### src/rtl/scan_decoder.sv
// Registered N-to-2^N line decoder with a built-in scan/sweep sequencer and per-line dwell.
// Latency: cur_sel updates on the edge after its cause; y follows cur_sel one edge later.
// Backpressure: none; the 138-style enable freezes the sequencer and blanks y instead.
module scan_decoder #(
    parameter int SEL_W      = 3,
    parameter int DWELL_W    = 16,
    parameter int ACTIVE_LOW = 1
) (
    input  logic                    clk,
    input  logic                    rst_n,
    input  logic                    g1,
    input  logic                    g2a_n,
    input  logic                    g2b_n,
    input  logic [1:0]              mode,
    input  logic [SEL_W-1:0]        sel,
    input  logic [DWELL_W-1:0]      dwell,
    input  logic                    start,
    output logic [(1<<SEL_W)-1:0]   y,
    output logic [SEL_W-1:0]        cur_sel,
    output logic                    busy,
    output logic                    sweep_done
);
    localparam int NOUT = 1 << SEL_W;
    localparam logic [NOUT-1:0] Y_OFF = (ACTIVE_LOW != 0) ? {NOUT{1'b1}} : {NOUT{1'b0}};

    localparam logic [1:0] M_DIRECT = 2'b00;
    localparam logic [1:0] M_SCAN   = 2'b01;
    localparam logic [1:0] M_SWEEP  = 2'b10;

    typedef enum logic [1:0] {IDLE, SCAN, SWEEP, DONE} state_t;

    state_t              state;
    logic [1:0]          mode_q;
    logic [DWELL_W-1:0]  dcnt;
    logic [DWELL_W-1:0]  dwell_q;
    logic                en;
    logic                line_end;
    logic                last_line;
    logic                show;
    logic [NOUT-1:0]     y_nxt;

    function automatic logic [NOUT-1:0] decode(input logic [SEL_W-1:0] s);
        logic [NOUT-1:0] oh;
        oh    = '0;
        oh[s] = 1'b1;
        return (ACTIVE_LOW != 0) ? ~oh : oh;
    endfunction

    // dwell_q holds the dwell in force for the current line, so a mid-line
    // change to the dwell input only affects the following line.
    always_comb begin
        en        = g1 & ~g2a_n & ~g2b_n;
        line_end  = (dcnt == dwell_q);
        last_line = &cur_sel;
        show      = en && !(mode_q == M_SWEEP && state != SWEEP);
        y_nxt     = show ? decode(cur_sel) : Y_OFF;
    end

    always_ff @(posedge clk or negedge rst_n) begin
        if (!rst_n) begin
            state      <= IDLE;
            mode_q     <= M_DIRECT;
            dcnt       <= '0;
            dwell_q    <= '0;
            cur_sel    <= '0;
            busy       <= 1'b0;
            sweep_done <= 1'b0;
            y          <= Y_OFF;
        end else begin
            mode_q <= mode;
            y      <= y_nxt;
            if (mode != mode_q) begin
                state      <= IDLE;
                cur_sel    <= '0;
                dcnt       <= '0;
                dwell_q    <= dwell;
                busy       <= 1'b0;
                sweep_done <= 1'b0;
            end else if (en) begin
                sweep_done <= 1'b0;
                case (mode_q)
                    M_DIRECT: begin
                        state   <= IDLE;
                        cur_sel <= sel;
                    end
                    M_SCAN: begin
                        state <= SCAN;
                        if (line_end) begin
                            dcnt    <= '0;
                            dwell_q <= dwell;
                            cur_sel <= cur_sel + SEL_W'(1);
                        end else begin
                            dcnt <= dcnt + DWELL_W'(1);
                        end
                    end
                    M_SWEEP: begin
                        case (state)
                            SWEEP: begin
                                if (line_end) begin
                                    dcnt    <= '0;
                                    dwell_q <= dwell;
                                    if (last_line) begin
                                        state      <= DONE;
                                        busy       <= 1'b0;
                                        sweep_done <= 1'b1;
                                        cur_sel    <= '0;
                                    end else begin
                                        cur_sel <= cur_sel + SEL_W'(1);
                                    end
                                end else begin
                                    dcnt <= dcnt + DWELL_W'(1);
                                end
                            end
                            DONE: state <= IDLE;
                            default: begin
                                if (start) begin
                                    state   <= SWEEP;
                                    busy    <= 1'b1;
                                    cur_sel <= '0;
                                    dcnt    <= '0;
                                    dwell_q <= dwell;
                                end
                            end
                        endcase
                    end
                    default: ;  // hold: park on the current line
                endcase
            end
        end
    end
endmodule

### config.mk
export PLATFORM = sky130hd
export DESIGN_NAME = scan_decoder
export DESIGN_NICKNAME = d
export VERILOG_FILES = /design/src/rtl/scan_decoder.sv
export SDC_FILE = /design/constraint.sdc
export NUM_CORES = 1
export LEC_CHECK = 0
export ABC_AREA = 0
export CAP_MARGIN = 20
export CORE_ASPECT_RATIO = 1.4
export CORE_MARGIN = 2
export CORE_UTILIZATION = 54
export DETAILED_ROUTE_END_ITERATION = 10
export HOLD_SLACK_MARGIN = 0.15
export PLACE_DENSITY = 0.8
export SETUP_SLACK_MARGIN = 0.1
export SLEW_MARGIN = 20
export SYNTH_ARGS = -nofsm -noshare
export SYNTH_HDL_FRONTEND = slang
export SYNTH_SLANG_ARGS = --single-unit
### constraint.sdc
create_clock -name clk -period 3.1 [get_ports clk]
set_input_delay 0.62 -clock clk [delete_from_list [all_inputs] [get_ports clk]]
set_output_delay 0.62 -clock clk [all_outputs]
set_load 0.005 [all_outputs]
# Yosys cells after proc, flatten, opt, wreduce, memory -nomap -nowiden
# Index checks and enable logic that the tools add are counted.
# op_classes
add_sub_neg	2
order_cmp	2
n_eq_ne	16
mux	43
bitwise	5
n_reduce_logical	15
# op_table
operator	count
$mux W16	8
$pmux W16 S2	4
$mux W3	6
$add A16 B1 Y16 const B	1
$eq A16 B16 Y1	1
$mux W1	13
$ne A3 B3 Y1 const B	4
$reduce_and A6 Y1	2
$mux W2	5
$pmux W3 S3	1
$mux W8	1
$ne A4 B4 Y1 const B	2
$not A8 Y8	1
$eq A2 B2 Y1 const B	3
$pmux W2 S3	1
$pmux W3 S2	1
$reduce_bool A3 Y1	2
$ne A5 B2 Y1 const B	1
$reduce_and A5 Y1	1
$lt A3 B4 Y1 const B	1
$ne A2 B2 Y1 const B	2
$ne A4 B2 Y1 const B	1
$pmux W2 S2	1
$reduce_and A4 Y1	1
14 further kinds	19
# totals
regBits	49
input_bits	27
word_cells	91

# Longest topological paths before layout
# Gate-level depths: netlist (run 1).
# depth
depth_word	7
mapped_depth	9
ltp_nobuf	7

# Least setup slack after synthesis (run 1)
# No wires, ideal clock.
# synth_timing
path_type	input-to-reg
from	input port g2a_n
to	register dwell_q[10]
t_arrival_ps	2154
required_time_ps	2975
slack_ps	821
path_stages	7
n_path_buf	2
path_cell_list	or3b_1 > buf_2 > a311oi_4 > nor2_2 > a21oi_4 > buf_6 > mux2_2
# synth_between
elab_chain_cells	5
# synth_lines
item	line	rtl
start: declaration	12	input logic g2a_n,
$not A1 Y1	52	en = g1 & ~g2a_n & ~g2b_n;
$and A1 B1 Y1 (2 in series)	52	
$reduce_bool A2 Y1 (no source line)	-	
$reduce_and A4 Y1 (no source line)	-	
end signal: assignment	76	dwell_q <= dwell;
end signal: assignment	90	dwell_q <= dwell;
end signal: assignment	101	dwell_q <= dwell;
end: declaration	35	logic [DWELL_W-1:0] dwell_q;
# Every way passes these cells.
# A chain may end at the register's enable or synchronous reset.

# Final worst setup path (run 1)
# layout_timing
from	input port g1
to	register dwell_q[4]
# layout_between
elab_chain_cells	4
# layout_lines
item	line	rtl
start: declaration	11	input logic g1,
$and A1 B1 Y1 (2 in series)	52	
$reduce_bool A2 Y1 (no source line)	-	
$reduce_and A4 Y1 (no source line)	-	
# Every way passes these cells.

==> results.json, run 1 <==
{
  "maxSlewHeadroom_pct": 59.4,
  "rsz0062_at_grt": "false",
  "synth_edf_count": 0,
  "cap_viol_max_count": 0,
  "dr.first_iter.drc_count": 96,
  "yosys_warnings": 0,
  "post-place-ws_ns": 0.171,
  "slowest_stage": "or3b_1",
  "p_total_mw": 1.39,
  "cp_slowest_stage_delay_ns": 0.48,
  "outcome": "finished clean",
  "power_leakage_nw": 1.30,
  "critPathTopFamily": "buffers and inverters",
  "path_buf_inv": 2,
  "fin_crit_ns": 2.60,
  "drc_errors": 0,
  "r2r_end": "dwell_q[4]",
  "path_max_fanout": 20,
  "reg2regPathDepth": 8,
  "routedWlPerCell_um": 15.6,
  "die_h_um": 86.0,
  "core.rowCount": 29,
  "ys_types": 45,
  "post_cts_resize_count": 0,
  "start_util_pct": 56.8,
  "clk_latency_ns": 0.31,
  "htree_levels": 2,
  "clk_pin_slew_ns": 0.09,
  "design_area_um2": 3150,
  "min_path_type": "in2async",
  "syn_area_um2": 2590,
  "start_kind": "input pin",
  "cp_cell_sequence": "clkdlybuf4s50_1 > or3b_1 > a311oi_4 > nor2_2 > a21oi_4 > buf_4 > mux2_2",
  "worstPathArrival_ns": 2.80,
  "core-area_um2": 4570,
  "detailed_place.area_um2": 3030,
  "postCtsHoldBufs": 0,
  "antenna_left": 0,
  "clock-sinks": 49,
  "crit_cells": 7,
  "dieWidth_um": 62.6,
  "final_cell_mix": "dfrtp_1, clkdlybuf4s50_1, nand2_1, xor2_1, nor2_1",
  "ys.flop_type": "dfrtp_1",
  "post_cts_buffers": 0,
  "ios": 40,
  "async_reset_ff_share_pct": 100,
  "worst_setup_path_endpoint": "dwell_q[4]",
  "slew_violations": 0,
  "clock.fmax_mhz": 384,
  "areaGrowthSynthToFinish_pct": 21.4,
  "cp.required_ns": 3.30,
  "setup_ws_ns": 0.495,
  "route.vias.total": 2088,
  "crit_start": "g1",
  "syn_inst": 256,
  "rrSetupSlack_ns": 0.68,
  "synth-seq-cells": 49,
  "seq_area_frac_synth_pct": 47.6,
  "tns_ns": 0,
  "syn_area_per_cell_um2": 10.1,
  "r2r-start": "mode_q[0]",
  "grt_max_degree": 50,
  "end_kind": "register",
  "worst-setup-path-type": "in2reg",
  "cts_tree": "yes",
  "syn_nets": 289,
  "routed_wirelength_um": 5600,
  "drive_above_1_share_pct": 14.2,
  "cts_buffers": 5,
  "gp_congestion": 0.840,
  "antenna_found_initial": 0,
  "setup_viol": 0,
  "grt_pass1_vias": 2047,
  "hold_viol_final": 0,
  "port_buffers": 39,
  "grt.overflow.total": 0,
  "grtUsageTotal_pct": 22.3,
  "final_common_cell": "dfrtp_1",
  "vias_per_cell": 5.83,
  "grt_pass1_wl_um": 9450,
  "worst_slew_pin_slew_ns": 0.609,
  "cts-root-buf": "clkbuf_8",
  "diodes": 0,
  "post-dp-hpwl_um": 4130,
  "floorplan.die_area_um2": 5380,
  "min_period_over_period_pct": 84.0,
  "p_per_area_nw_per_um2": 440,
  "skew_ns": 0.0110,
  "dr.pass1.iters": 4,
  "final_nets": 328,
  "ir_drop_mv": 0.214,
  "cts_buffer_depth": 2
}
[area by class of cell]
cell class / count / area [um2]
Clock buffer: 7 / 86.3
Clock inverter: 1 / 30.0
Fill cell: 362 / 1420
Inverter: 13 / 48.8
Multi-Input combinational cell: 182 / 1250
Sequential cell: 49 / 1240
Tap cell: 62 / 77.6
Timing Repair Buffer: 44 / 425
[worst register-to-register path, delay by kind of cell, from the launching register on]
| kind | cells | cell delay (ns) |
|---|---|---|
| compound gates | 2 | 0.44 |
| mux | 1 | 0.38 |
| buf+inv | 2 | 0.37 |
| flops | 1 | 0.42 |
| fa+ha+maj | 1 | 0.37 |
| simple gates | 2 | 0.33 |
[kinds of logic after synthesis]
kind of cell,Yosys count,share of synthesized area [%]
fa+ha+maj,6,2.89
mux,17,7.38
compound gates,43,12.2
buf+inv,25,4.34
flops,49,47.6
simple gates,94,18.1
xor+xnor,22,7.43
[where the power goes]
part	internal, mW	total, mW	switching (mW)	leakage, nW
registers	0.679	0.710	0.0309	0.615
logic	0.107	0.206	0.0989	0.630
clock network	0.263	0.472	0.208	0.0585
[synthesized netlist by cell type (8+ instances only)]
cell type,instances,share of area (%)
dfrtp_1,41,40
dfstp_2,8,8.1
inv_1,13,1.9
mux2_2,16,6.9
nand2_1,29,4.2
nand3_1,10,1.9
nand4_1,8,1.9
nor2_1,17,2.5
o21ai_0,12,2.3
xor2_1,19,6.4
[sequential cells by signal, summed over array words and instances, names as in the netlist]
name and cells:
dcnt 16, dwell_q 16, y 8, cur_sel 3, mode_q 2, state 2, busy 1, sweep_done 1
[layer usage]
layer	vias up	wire, um	GRT usage, %
li1	986	-	-
met1	1030	2200	25.6
met2	64	3050	41.3
met3	8	237	3.94
met4	0	119	8.28
met5	-	0	0
[metrics by stage]
stage | hold WS (ns) | cells | utilization, %
floorplan | 0.324 | 256 | -
CTS | 0.541 | 358 | 68.9
global route | 0.365 | 358 | 68.9
finish | 0.316 | 358 | 68.9
detailed placement | 0.521 | 350 | 66.3
global placement | 0.510 | 350 | 66.3
[worst min path at each step]
stage                            from          end  slack (ns)
final                           rst_n   dwell_q[6]        0.32
after global routing            rst_n   dwell_q[6]        0.36
after CTS                       rst_n   dwell_q[6]        0.54
after detailed placement  dwell_q[13]  dwell_q[13]        0.52
after global placement    dwell_q[14]  dwell_q[14]        0.51
after floorplan                 rst_n         busy        0.32
Note: power is estimated with default switching activity, not from simulation.
==> run 2, diff against run 1 <==
==> constraint.sdc (replaced) <==
create_clock -name clk -period 2.4 [get_ports clk]
set_input_delay 0.48 -clock clk [delete_from_list [all_inputs] [get_ports clk]]
set_output_delay 0.48 -clock clk [all_outputs]
set_load 0.005 [all_outputs]
==> run 2 against run 1 <==
  * Worst hold slack gained 0.21 ns
  * Clock power decreased by 1%
  * Critical path depth stayed put
  * Worst setup slack worse by 0.33 ns
  * Via count increased by 1.0%
  * Wire length grew 0.95%
  * Non-clock buffer count rose by 12
  * Register-to-register slack worse by 0.47 ns
  * Clock skew hardly changed
  * Core utilization is 1.7 points higher
  * Die area unchanged
  * Largest cell class unchanged
  * Largest power group unchanged
  * Highest routed layer unchanged
==> results.json, run 2 (synthesized netlist as in run 1, its figures left out) <==
{
  "min_path_cells": 1,
  "maxSlewHeadroom_pct": 70.1,
  "stdcell_count": 370,
  "multiInputGateArea_um2": 1250,
  "r2r-start": "dcnt[4]",
  "grt_max_degree": 20,
  "min_path_type": "reg2reg",
  "worstPathArrival_ns": 2.46,
  "clk_pin_slew_ns": 0.09,
  "drive_above_1_share_pct": 17.5,
  "top_regs": "dcnt x16, dwell_q x16, y x8",
  "grt_use_met3_pct": 4.33,
  "clock-sinks": 49,
  "antenna_left": 0,
  "reg2regPathDepth": 6,
  "grt_use_met2_pct": 42.4,
  "rrSetupSlack_ns": 0.21,
  "hold_end": "dwell_q[13]",
  "routedWlPerCell_um": 15.3,
  "grt.overflow.total": 0,
  "hold_viol_final": 0,
  "cts_tree": "yes",
  "cp.required_ns": 2.63,
  "antenna_found_initial": 0,
  "end_kind": "register",
  "top_usage_layer": "met2",
  "dr.first_iter.drc_count": 70,
  "final-seq-area_um2": 1240,
  "floorplan.die_area_um2": 5380,
  "core.rowCount": 29,
  "cap_viol_max_count": 0,
  "min_from": "dwell_q[13]",
  "drc_errors": 0,
  "final_nets": 340,
  "cts_buffers": 5,
  "final_core_util_pct": 70.6,
  "final_cell_mix": "dfrtp_1, clkdlybuf4s50_1, nand2_1, xor2_1, nor2_1",
  "ir_drop_mv": 0.320,
  "worst_slew_pin_slew_ns": 0.442,
  "outcome": "finished clean",
  "p_per_area_nw_per_um2": 519,
  "worst-setup-path-type": "in2reg",
  "p_total_mw": 1.68,
  "dp_cells": 361,
  "final_common_cell": "dfrtp_1",
  "grt_pass1_vias": 2112,
  "detailed_place.area_um2": 3130,
  "routed_wirelength_um": 5650,
  "skew_ns": 0.0114,
  "rsz0062_at_grt": "true",
  "clk_latency_ns": 0.30,
  "post_cts_buffers": 0,
  "power_leakage_nw": 1.35,
  "cts_buffer_depth": 2,
  "areaGrowthSynthToFinish_pct": 24.3,
  "vias_per_cell": 5.70,
  "clock.fmax_mhz": 448,
  "setup_viol": 0,
  "core-area_um2": 4570,
  "start_kind": "input pin",
  "gp_congestion": 0.797,
  "dr.pass1.iters": 4,
  "port_buffers": 39,
  "start_util_pct": 56.8,
  "route.vias.total": 2109,
  "ios": 40,
  "post-dp-hpwl_um": 4400,
  "slew_violations": 0,
  "path_max_fanout": 12,
  "cts-root-buf": "clkbuf_8",
  "grt_pass1_wl_um": 9490,
  "die_h_um": 86.0,
  "min_period_over_period_pct": 92.9,
  "htree_levels": 2,
  "diodes": 0,
  "design_area_um2": 3230,
  "r2r_end": "dwell_q[12]",
  "fin_crit_ns": 2.23,
  "grt_use_met1_pct": 24.4,
  "dieWidth_um": 62.6,
  "nFillCells": 375,
  "grtUsageTotal_pct": 22.5
}
==> run 2: cell types whose count changed in the layout (fill, tap and decap cells not counted), sizes merged <==
cell / change
dlygate4sd3: +1
buf: +11
bufinv: -1
clkinv: +1
==> run 2: stage by stage <==
stage	setup WS [ns]	setup TNS, ns	hold slack [ns]
floorplan	0.182	0	0.184
global placement	-0.139	-1.73	0.448
detailed placement	-0.194	-2.57	0.455
CTS	0.126	0	0.534
global route	0.0895	0	0.556
finish	0.170	0	0.528
==> run 2: how the worst max path moves through the flow <==
stage / from / to / slack [ns] / cells after the start
3_3_place_gp: g1 / dcnt[3] / -0.14 / 5
2_1_floorplan: mode_q[0] / dwell_q[10] / 0.18 / 9
3_5_place_dp: g1 / dcnt[3] / -0.19 / 5
4_1_cts: g1 / dcnt[3] / 0.13 / 5
5_1_grt: g1 / dcnt[15] / 0.09 / 7
6_report: g1 / dcnt[15] / 0.17 / 7
==> run 2: worst max-delay path, stage by stage <==
cell	delay (ns)
clkdlybuf4s50_1	0.46
or3b_1	0.46
a311oi_4	0.27
nor2_2	0.08
buf_4	0.19
or3_1	0.35
a21oi_1	0.17
==> run 2: final cells by class <==
cell class / instances / share of cell area [%]
inverters: 13 / 1.51
multi-input cells: 182 / 38.9
flip-flops and latches: 49 / 38.3
well taps: 62 / 2.40
repair buffers: 56 / 16.4
clock buffers: 7 / 2.37
clock inverters: 1 / 0.155
==> run 2: where the power goes <==
part | internal (mW) | total [mW] | switching (mW)
registers | 0.877 | 0.917 | 0.0395
clock network | 0.205 | 0.467 | 0.262
logic | 0.157 | 0.291 | 0.134
==> run 2: what timing repair did <==
item / in CTS / in global routing
hold buffers: 1 / 0
setup endpoints to repair: 0 / 3
gates resized for setup: 0 / 3
hold endpoints to repair: 17 / 0
==> run 2: per-layer routing <==
metal	up-vias	wire length (um)
met5	-	0
met4	0	147
met3	11	172
met2	47	3070
met1	1038	2270
li1	1013	-
